File: src/rtl/neuron_sequencer.sv
// neuron_sequencer: per-timestep controller for one fully-connected spiking layer.
// Time-multiplexes a single combinational neuron stage over NUM_OUTPUTS neurons.
// For each neuron j it scans the latched input spikes and fetches w[j][i] for every
// set bit. It accumulates with saturation into a membrane register file, then runs
// one fire pass per neuron.
module neuron_sequencer #(
    parameter int NUM_INPUTS  = 16,
    parameter int NUM_OUTPUTS = 10,
    parameter int W_ADDR_W    = 8,
    localparam int IDX_W      = (NUM_OUTPUTS > 1) ? $clog2(NUM_OUTPUTS) : 1
) (
    input  logic                    wb_clk_i,
    input  logic                    wb_rst_i,
    input  logic                    start,
    input  logic [NUM_INPUTS-1:0]   in_spikes,
    input  logic                    vmem_clear,
    output logic                    busy,
    output logic                    done,
    output logic [NUM_OUTPUTS-1:0]  out_spikes,
    output logic                    w_rd_en,
    output logic [W_ADDR_W-1:0]     w_addr,
    input  logic signed [7:0]       w_data,
    output logic signed [7:0]       n_weight,
    output logic signed [8:0]       n_v_mem_in,
    output logic                    n_function_sel,
    input  logic                    n_spike,
    input  logic signed [8:0]       n_v_mem_out,
    input  logic [IDX_W-1:0]        dbg_idx,
    output logic [8:0]              dbg_vmem
);

    localparam int I_W = (NUM_INPUTS > 1) ? $clog2(NUM_INPUTS) : 1;

    typedef enum logic [2:0] {
        S_IDLE  = 3'd0,
        S_SCAN  = 3'd1,
        S_ACCUM = 3'd2,
        S_FIRE  = 3'd3,
        S_DONE  = 3'd4
    } state_t;

    state_t                 state_q, state_d;
    logic [I_W-1:0]         i_q, i_d;
    logic [IDX_W-1:0]       j_q, j_d;
    logic [NUM_INPUTS-1:0]  spk_q, spk_d;
    logic [NUM_OUTPUTS-1:0] spike_acc_q, spike_acc_d;
    logic [NUM_OUTPUTS-1:0] out_spikes_q, out_spikes_d;
    logic [7:0]             vmem_q [NUM_OUTPUTS];

    logic                   vmem_we;
    logic                   vmem_clr;
    logic [7:0]             vmem_wdata;
    logic                   last_i;
    logic                   last_j;
    logic [W_ADDR_W-1:0]    scan_addr;

    // Saturating accumulate: decide on the true 10-bit sum so a wrapped 9-bit
    // neuron result can never leak into the 0..255 membrane range.
    function automatic logic [7:0] clamp_acc(input logic [7:0] v,
                                             input logic signed [7:0] w,
                                             input logic [7:0] nout);
        logic signed [9:0] sum;
        sum = $signed({2'b00, v}) + $signed({{2{w[7]}}, w});
        if (sum > 10'sd255)
            clamp_acc = 8'hFF;
        else if (sum < 10'sd0)
            clamp_acc = 8'h00;
        else
            clamp_acc = nout;
    endfunction

    // Fire write-back: a negative result would break the 0..255 invariant, floor it.
    function automatic logic [7:0] floor_fire(input logic signed [8:0] nout);
        floor_fire = nout[8] ? 8'h00 : nout[7:0];
    endfunction

    assign last_i     = (i_q == I_W'(NUM_INPUTS - 1));
    assign last_j     = (j_q == IDX_W'(NUM_OUTPUTS - 1));
    assign scan_addr  = W_ADDR_W'(int'(j_q) * NUM_INPUTS + int'(i_q));
    assign n_v_mem_in = $signed({1'b0, vmem_q[j_q]});
    assign out_spikes = out_spikes_q;

    // Debug read port; out-of-range indices read as zero.
    always_comb begin
        dbg_vmem = '0;
        if (int'(dbg_idx) < NUM_OUTPUTS)
            dbg_vmem = {1'b0, vmem_q[dbg_idx]};
    end

    // Next-state, datapath strobes and neuron control for the sequencer FSM.
    always_comb begin
        state_d        = state_q;
        i_d            = i_q;
        j_d            = j_q;
        spk_d          = spk_q;
        spike_acc_d    = spike_acc_q;
        out_spikes_d   = out_spikes_q;
        vmem_we        = 1'b0;
        vmem_clr       = 1'b0;
        vmem_wdata     = '0;
        w_rd_en        = 1'b0;
        w_addr         = '0;
        n_weight       = '0;
        n_function_sel = 1'b0;
        busy           = 1'b1;
        done           = 1'b0;
        case (state_q)
            S_IDLE: begin
                busy     = 1'b0;
                vmem_clr = vmem_clear;
                if (start) begin
                    spk_d   = in_spikes;
                    i_d     = '0;
                    j_d     = '0;
                    state_d = S_SCAN;
                end
            end
            S_SCAN: begin
                if (spk_q[i_q]) begin
                    w_rd_en = 1'b1;
                    w_addr  = scan_addr;
                    state_d = S_ACCUM;
                end else if (last_i) begin
                    state_d = S_FIRE;
                end else begin
                    i_d = i_q + 1'b1;
                end
            end
            S_ACCUM: begin
                n_weight   = w_data;
                vmem_we    = 1'b1;
                vmem_wdata = clamp_acc(vmem_q[j_q], w_data, n_v_mem_out[7:0]);
                if (last_i) begin
                    state_d = S_FIRE;
                end else begin
                    i_d     = i_q + 1'b1;
                    state_d = S_SCAN;
                end
            end
            S_FIRE: begin
                n_function_sel   = 1'b1;
                vmem_we          = 1'b1;
                vmem_wdata       = floor_fire(n_v_mem_out);
                spike_acc_d[j_q] = n_spike;
                if (last_j) begin
                    // Publish now so the vector is already valid in the done cycle.
                    out_spikes_d = spike_acc_d;
                    state_d      = S_DONE;
                end else begin
                    j_d     = j_q + 1'b1;
                    i_d     = '0;
                    state_d = S_SCAN;
                end
            end
            S_DONE: begin
                done    = 1'b1;
                state_d = S_IDLE;
            end
            default: begin
                state_d = S_IDLE;
            end
        endcase
    end

    // State, counters, spike vectors and membrane register file.
    always_ff @(posedge wb_clk_i or posedge wb_rst_i) begin
        if (wb_rst_i) begin
            state_q      <= S_IDLE;
            i_q          <= '0;
            j_q          <= '0;
            spk_q        <= '0;
            spike_acc_q  <= '0;
            out_spikes_q <= '0;
            for (int k = 0; k < NUM_OUTPUTS; k++)
                vmem_q[k] <= '0;
        end else begin
            state_q      <= state_d;
            i_q          <= i_d;
            j_q          <= j_d;
            spk_q        <= spk_d;
            spike_acc_q  <= spike_acc_d;
            out_spikes_q <= out_spikes_d;
            for (int k = 0; k < NUM_OUTPUTS; k++)
                if (vmem_clr)
                    vmem_q[k] <= '0;
            if (vmem_we)
                vmem_q[j_q] <= vmem_wdata;
        end
    end

endmodule

File: config.mk
export PLATFORM = sky130hd
export DESIGN_NAME = neuron_sequencer
export DESIGN_NICKNAME = d
export VERILOG_FILES = /design/src/rtl/neuron_sequencer.sv
export SDC_FILE = /design/constraint.sdc
export NUM_CORES = 1
export LEC_CHECK = 0
export BUFFER_PORTS_ARGS = -buffer_cell sky130_fd_sc_hd__buf_2
export CORE_MARGIN = 1
export CORE_UTILIZATION = 25
export DETAILED_ROUTE_END_ITERATION = 8
export GPL_TIMING_DRIVEN = 0
export SLEW_MARGIN = 30
export SYNTH_ARGS = -nofsm -noshare
export SYNTH_HDL_FRONTEND = slang
export SYNTH_SLANG_ARGS = --single-unit
export TNS_END_PERCENT = 30
File: constraint.sdc
create_clock -name wb_clk_i -period 3.76 [get_ports wb_clk_i]
set_input_delay 0.376 -clock wb_clk_i [delete_from_list [all_inputs] [get_ports wb_clk_i]]
set_output_delay 0.376 -clock wb_clk_i [all_outputs]
set_load 0.02 [all_outputs]
Word-level counts from Yosys, hierarchy flattened
Cells that the tools add are included.
{"block": "word_totals", "word_cells": 105, "ram_bits": 0, "reg_bits": 127, "latch_bits": 0, "n_memories": 0, "mem_bits_ro": 0, "output_inout_bits": 48}
{"block": "classes", "n_mux": 53, "n_eq_ne": 10, "n_reduce_logical": 11, "n_bitwise": 2, "mul": 0, "n_shift": 0, "add_sub_neg": 4, "n_lt_le_gt_ge": 9, "div_mod_pow": 0}
{"op": "$mux W8", "count": 22}
{"op": "$bwmux W80", "count": 1}
{"op": "$mux W80", "count": 1}
{"op": "$bmux W8 S4", "count": 2}
{"op": "$demux W8 S4", "count": 1}
{"op": "$mux W4", "count": 5}
{"op": "$pmux W4 S4", "count": 1}
{"op": "$pmux W8 S2", "count": 1}
{"op": "$mux W3", "count": 4}
{"op": "$pmux W3 S4", "count": 1}
{"op": "$add A9 B8 Y10", "count": 1}
{"op": "$bwmux W10", "count": 1}
{"op": "$ge A5 B5 Y1 const B", "count": 2}
{"op": "$gt A10 B9 Y1 const B", "count": 1}
{"op": "$lt A10 B1 Y1 const B", "count": 1}
{"op": "$lt A4 B5 Y1 const B", "count": 2}
{"op": "$not A4 Y5", "count": 2}
{"op": "$mux W1", "count": 9}
{"op": "$add A4 B1 Y4 const B", "count": 2}
{"op": "$add A8 B4 Y8", "count": 1}
{"op": "$eq A4 B4 Y1 const B", "count": 2}
{"op": "$pmux W4 S2", "count": 1}
{"op": "$eq A3 B2 Y1 const B", "count": 2}
{"op": "$ne A2 B2 Y1 const B", "count": 3}
{"op": "other kinds (17)", "count": 20}

Logic depth before layout (Yosys ltp)
{"block": "logic_depth", "word_depth": 11, "mapped_depth": 13}

Least setup slack after synthesis
No wires, ideal clock.
{"block": "synth_timing", "kind": "reg2reg", "start": "reg j_q[0]", "end": "reg vmem_q[48] (netlist name)", "n_path_buf": 3, "period_less_slack_ns": 3.350, "arrival_time_ns": 3.202, "stages_incl_launch_ff": 13, "setup_ns": 0.148, "setup_slack_ns": 0.410, "cell_sequence": "dfrtp_1 > buf_2 > clkbuf_1 > mux2i_1 > o22ai_1 > ha_1 > inv_1 > fa_1 > o21ai_0 > a21oi_1 > mux2i_1 > clkbuf_1 > a22oi_1"}
{"block": "synth_via", "elab_chain_cells": 11, "elab_cells_between_ends": 17, "classes_between": "add/sub: 1; order compare: 4; mux: 10; bitwise: 1; reduce/logical: 1"}
{"item": "start, declared", "line": "44", "rtl": "logic [IDX_W-1:0] j_q, j_d;"}
{"item": "start signal, assigned", "line": "179", "rtl": "j_q <= j_d;"}
{"item": "$not A4 Y5 *"}
{"item": "$bmux W8 S4 *"}
{"item": "$mux W8 * (2 in a row)"}
{"item": "net n_v_mem_in[0]", "line": "24", "rtl": "output logic signed [8:0] n_v_mem_in,"}
{"item": "$add A9 B8 Y10 *", "line": "63", "rtl": "sum = $signed({2'b00, v}) + $signed({{2{w[7]}}, w});"}
{"item": "$lt A10 B1 Y1", "line": "66", "rtl": "else if (sum < 10'sd0)"}
{"item": "$mux W8", "line": "66"}
{"item": "$mux W8 *", "line": "64", "rtl": "if (sum > 10'sd255)"}
{"item": "$pmux W8 S2 *", "line": "107", "rtl": "case (state_q)"}
{"item": "$bwmux W80 *", "line": "187", "rtl": "vmem_q[j_q] <= vmem_wdata;"}
{"item": "$mux W80 *", "line": "186", "rtl": "if (vmem_we)"}
{"item": "end signal, assigned by index", "line": "187"}
{"item": "end, declared", "line": "48", "rtl": "logic [7:0] vmem_q [NUM_OUTPUTS];"}
The timed path passes the listed nets; every way through them passes the cells marked *. The select of a mux whose other input is x is not followed.
A chain may end at the register's enable or synchronous reset.

Worst setup path after layout
{"block": "layout_timing", "start": "reg j_q[0]", "end": "reg vmem_q[12] (netlist name)"}
{"block": "layout_via", "elab_chain_cells": 11, "elab_cells_between_ends": 17, "classes_between": "add/sub: 1; order compare: 4; mux: 10; bitwise: 1; reduce/logical: 1"}
{"item": "$not A4 Y5 (implied by the code) *", "line": "132, 187"}
{"item": "$bmux W8 S4", "line": "132", "rtl": "vmem_wdata = clamp_acc(vmem_q[j_q], w_data, n_v_mem_out[7:0]);"}
{"item": "$mux W8 (implied by the code) (2 in a row)", "line": "132"}
{"item": "$add A9 B8 Y10", "line": "63"}
{"item": "$lt A10 B1 Y1", "line": "66"}
{"item": "$mux W8", "line": "66"}
{"item": "$mux W8", "line": "64"}
{"item": "$pmux W8 S2", "line": "107"}
{"item": "$bwmux W80 *", "line": "187"}
{"item": "$mux W80 *", "line": "186"}
Every way passes the cells marked *; elsewhere a longest branch is shown, timed or not. The select of a mux whose other input is x is not followed.

==> flow_summary_export.csv <==
group,metric,value,unit
logic_synthesis,synth_async_sr_flop_share,1.00,
routing,antenna_left,0,
logic_synthesis,synth-seq-area-share,0.398,
power,max-vdd-ir-drop,0.000338,V
global_routing,grt_pass1_wl,38800,um
sta,max_freq,0.275,GHz
clocking,cts_tree,"built",
routing,finalWirelength,24700,um
setup_path,end_kind,"register",
sta,tightestPinTransition,814,ps
sta,fin_crit_sh,0.966,
setup_path,critical_path.slowest_cell,"mux4_2",
sta,finalWorstPathRequiredPeriod,3630,ps
power,power.sequential.fraction,0.312,
setup_path,crit_path_max_fanout,10,
setup_path,max_stage_delay,570,ps
logic_synthesis,syn-instance-count,807,
setup_path,critical_path.reg2reg.startpoint,"j_q[0]$_DFFE_PP0P_",
final_layout,drive_above_1_share,0.267,
sta,setup_repair_after_global_routing_missed_its_margin,"false",
final_layout,area_growth,20.4,%
setup_path,crit_path_start_kind,"register",
place,io_buffers,76,
global_routing,first_global_vias,6787,
clocking,clock_path_buffers,2,
logic_synthesis,synthesis.yosys.warnings,0,
setup_path,crit-reg2reg-capture,"vmem_q[12]$_DFF_PP0_",
final_layout,most-common-layout-cells,"nand2_1 (137), dfrtp_1 (125), a21oi_1 (93)",
flow_run,drv.max_cap_violation_count,0,
power,power_leakage,4.12,nW
logic_synthesis,synth_seq_cells,126,
logic_synthesis,post_synth.cell_area_avg,9.81,sq um
sta,finalSetupViolations,0,
logic_synthesis,synth_top_cells_by_area,"dfrtp_1 (40%), mux4_2 (9.7%), a22oi_1 (6.6%)",
final_layout,total_nets_final,963,
power,net-switching-power,2.15,mW
clocking,cts.sinks,126,
die,design.die.area,32400,sq um
setup_path,cp_cell_sequence,"buf_6 -> mux4_2 -> mux2i_1 -> o22a_1 -> inv_1 -> ha_1 -> a211o_1 -> a21oi_1 -> o2111a_2 -> mux2i_4 -> buf_12 -> clkbuf_2 -> a22oi_1",
global_routing,antenna_violations_before_repair,2,
die,die_h,180,um
power,combinational_power_share,0.392,
clocking,clkTransAtPathRegs,70,ps
min_path,worstHoldPathType,"in2reg",
logic_synthesis,ys_types,66,
power,fin_total_pwr,5.53,mW
routing,drt-wirelength-per-cell,18.7,um
routing,drc_errors,0,
setup_path,critPathLaunch,"j_q[0]$_DFFE_PP0P_",
routing,route.vias.total,6836,
routing,dr.first_iter.drc_count,547,
logic_synthesis,synth_enable_flop_cells,0,
sta,worst_clock_skew,11.7,ps
clocking,cts-htree-levels,4,
outcome,outcome,"finished, final reports clean",
logic_synthesis,post-synth-top-area-fraction,0.398,
die,ioPinCount,90,
clocking,clock_insertion_delay_worst_skew,430,ps
setup_path,critPathRequiredTime,4100,ps
sta,headroom_to_the_max_slew_limit,0.457,
place,place_congestion,0.953,
logic_synthesis,cell_type_with_the_highest_aggregate_area_in_the_netlist,"dfrtp_1",
logic_synthesis,post_synth_instance_area,7920,sq um
power,clkPwrFrac,0.295,
setup_path,worstPathArrival,3970,ps
setup_path,timing.reg2reg.worst_path_depth,13,
global_routing,track_usage,0.155,
place,hpwl,17500,um
power,switching_fraction_of_total_power,0.388,
logic_synthesis,synthFlopType,"dfrtp_1",
clocking,clock_tree.root_cell,"clkbuf_16",
setup_path,critical_setup_path_kind,"reg2reg",
sta,finalHoldViolCount,0,
setup_path,endpoint,"vmem_q[12]$_DFF_PP0_",
clocking,inserted_clock_buffers,17,
sta,final_max_slew_viol_count,0,
die,floorplan.initialDensity,0.256,
global_routing,maximum_number_of_pins_on_one_net_before_global_route_repair,87,
power,power_density,580,nW/um^2
die,num_rows,64,
die,floorplan.core_area,30900,sq um
setup_path,regToRegSetupSlack,130,ps
power,intPower,3.38,mW
die,die_w,180,um
global_routing,total_overflow_reported_by_the_global_router,0,
routing,drt-vias-per-instance,5.19,
sta,tns,0,ps
routing,drt_first_pass_iters,4,
final_layout,filler_cell_count,3204,
final_layout,mostFrequentLayoutCell,"nand2_1",
-- worst min path at each step --
stage                               start  slack (ps)  depth (start not counted)                         to
2_1_floorplan  spike_acc_q[1]$_DFFE_PP0P_         430                          2  out_spikes[1]$_DFFE_PP0P_
3_3_place_gp    out_spikes[9]$_DFFE_PP0P_         460                          2  out_spikes[9]$_DFFE_PP0P_
3_5_place_dp                     wb_rst_i         390                          2  out_spikes[9]$_DFFE_PP0P_
4_1_cts                     in_spikes[14]         160                          2      spk_q[14]$_DFFE_PP0P_
5_1_grt                      in_spikes[7]         180                          2       spk_q[7]$_DFFE_PP0P_
6_report                    in_spikes[14]         170                          2      spk_q[14]$_DFFE_PP0P_
-- per-stage QoR --
step	setup slack, ps	utilization	cells	hold WS (ps)	instance area [sq um]
finish	126	0.308	1317	173	9530
global route	15.2	0.308	1315	179	9530
CTS	18.6	0.307	1315	162	9480
detailed placement	-463	0.286	1281	389	8840
global placement	-1750	0.285	1280	459	8800
floorplan	28.1	-	808	433	7920
-- layer usage --
layer	track usage	share of wire	vias to the layer above
met1	0.202	0.44	3380
met5	0	0	-
met4	0.0714	0.031	0
met2	0.243	0.47	240
li1	-	-	3172
met3	0.0332	0.061	44
-- power groups by stage --
stage	sequential [mW]	clock [mW]	combinational [mW]
final	1.72	1.63	2.17
after global routing	1.75	1.70	2.35
after detailed placement	1.74	0	2.12
after global placement	1.73	0	2.09
after CTS	1.72	1.65	2.15
after floorplan	1.71	0	1.59
-- cell families after synthesis --
group / share of synthesized area
multiplexers: 0.185
adder cells (fa/ha/maj): 0.0246
AO/OA/AOI/OAI: 0.199
flip-flops: 0.398
XOR/XNOR: 0.00221
buffers and inverters: 0.0496
AND/OR/NAND/NOR: 0.141
other: 0.000474
-- state kept, by name, indices dropped and copies added (netlist names) --
signal,count
vmem_q,80
spk_q,16
out_spikes,10
spike_acc_q,9
i_q,4
j_q,4
state_q,3
-- worst max-delay path: cells and delay by family (launching register included) --
family	cells	cell delay, ps
AO/OA/AOI/OAI	5	1310
multiplexers	3	870
buffers and inverters	4	670
flip-flops	1	400
adder cells (fa/ha/maj)	1	270
-- Yosys cell counts (all sizes together) (4+ instances only) --
cell	number
nand3	17
o22ai	6
mux2	27
a22oi	70
ha	14
nand2b	5
a21oi	99
a21o	4
nor3	4
nor2	35
dfrtp	126
nand2	137
mux2i	38
o31ai	12
inv	15
buf	38
and2	21
mux4	34
o21bai	4
o21ai	24
or2	4
clkbuf	30
-- final cells by class --
class	count	area (sq um)	share of cell area
Multi-Input combinational cell	599	4430	0.465
Sequential cell	126	3150	0.331
Tap cell	396	495	0.0520
Clock buffer	18	439	0.0461
Timing Repair Buffer	79	438	0.0459
Buffer	68	372	0.0390
Clock inverter	14	134	0.0140
Inverter	15	63.8	0.00669
Antenna cell	2	5.00	0.000525
-- repair_timing --
item | in CTS | in global routing
pin swaps | 0 | 0
hold endpoints to repair | 40 | 0
setup buffers | 1 | 0
hold buffers | 1 | 0
setup endpoints to repair | 80 | 80
resized for setup | 18 | 15
(Power assumes the default switching activity.)
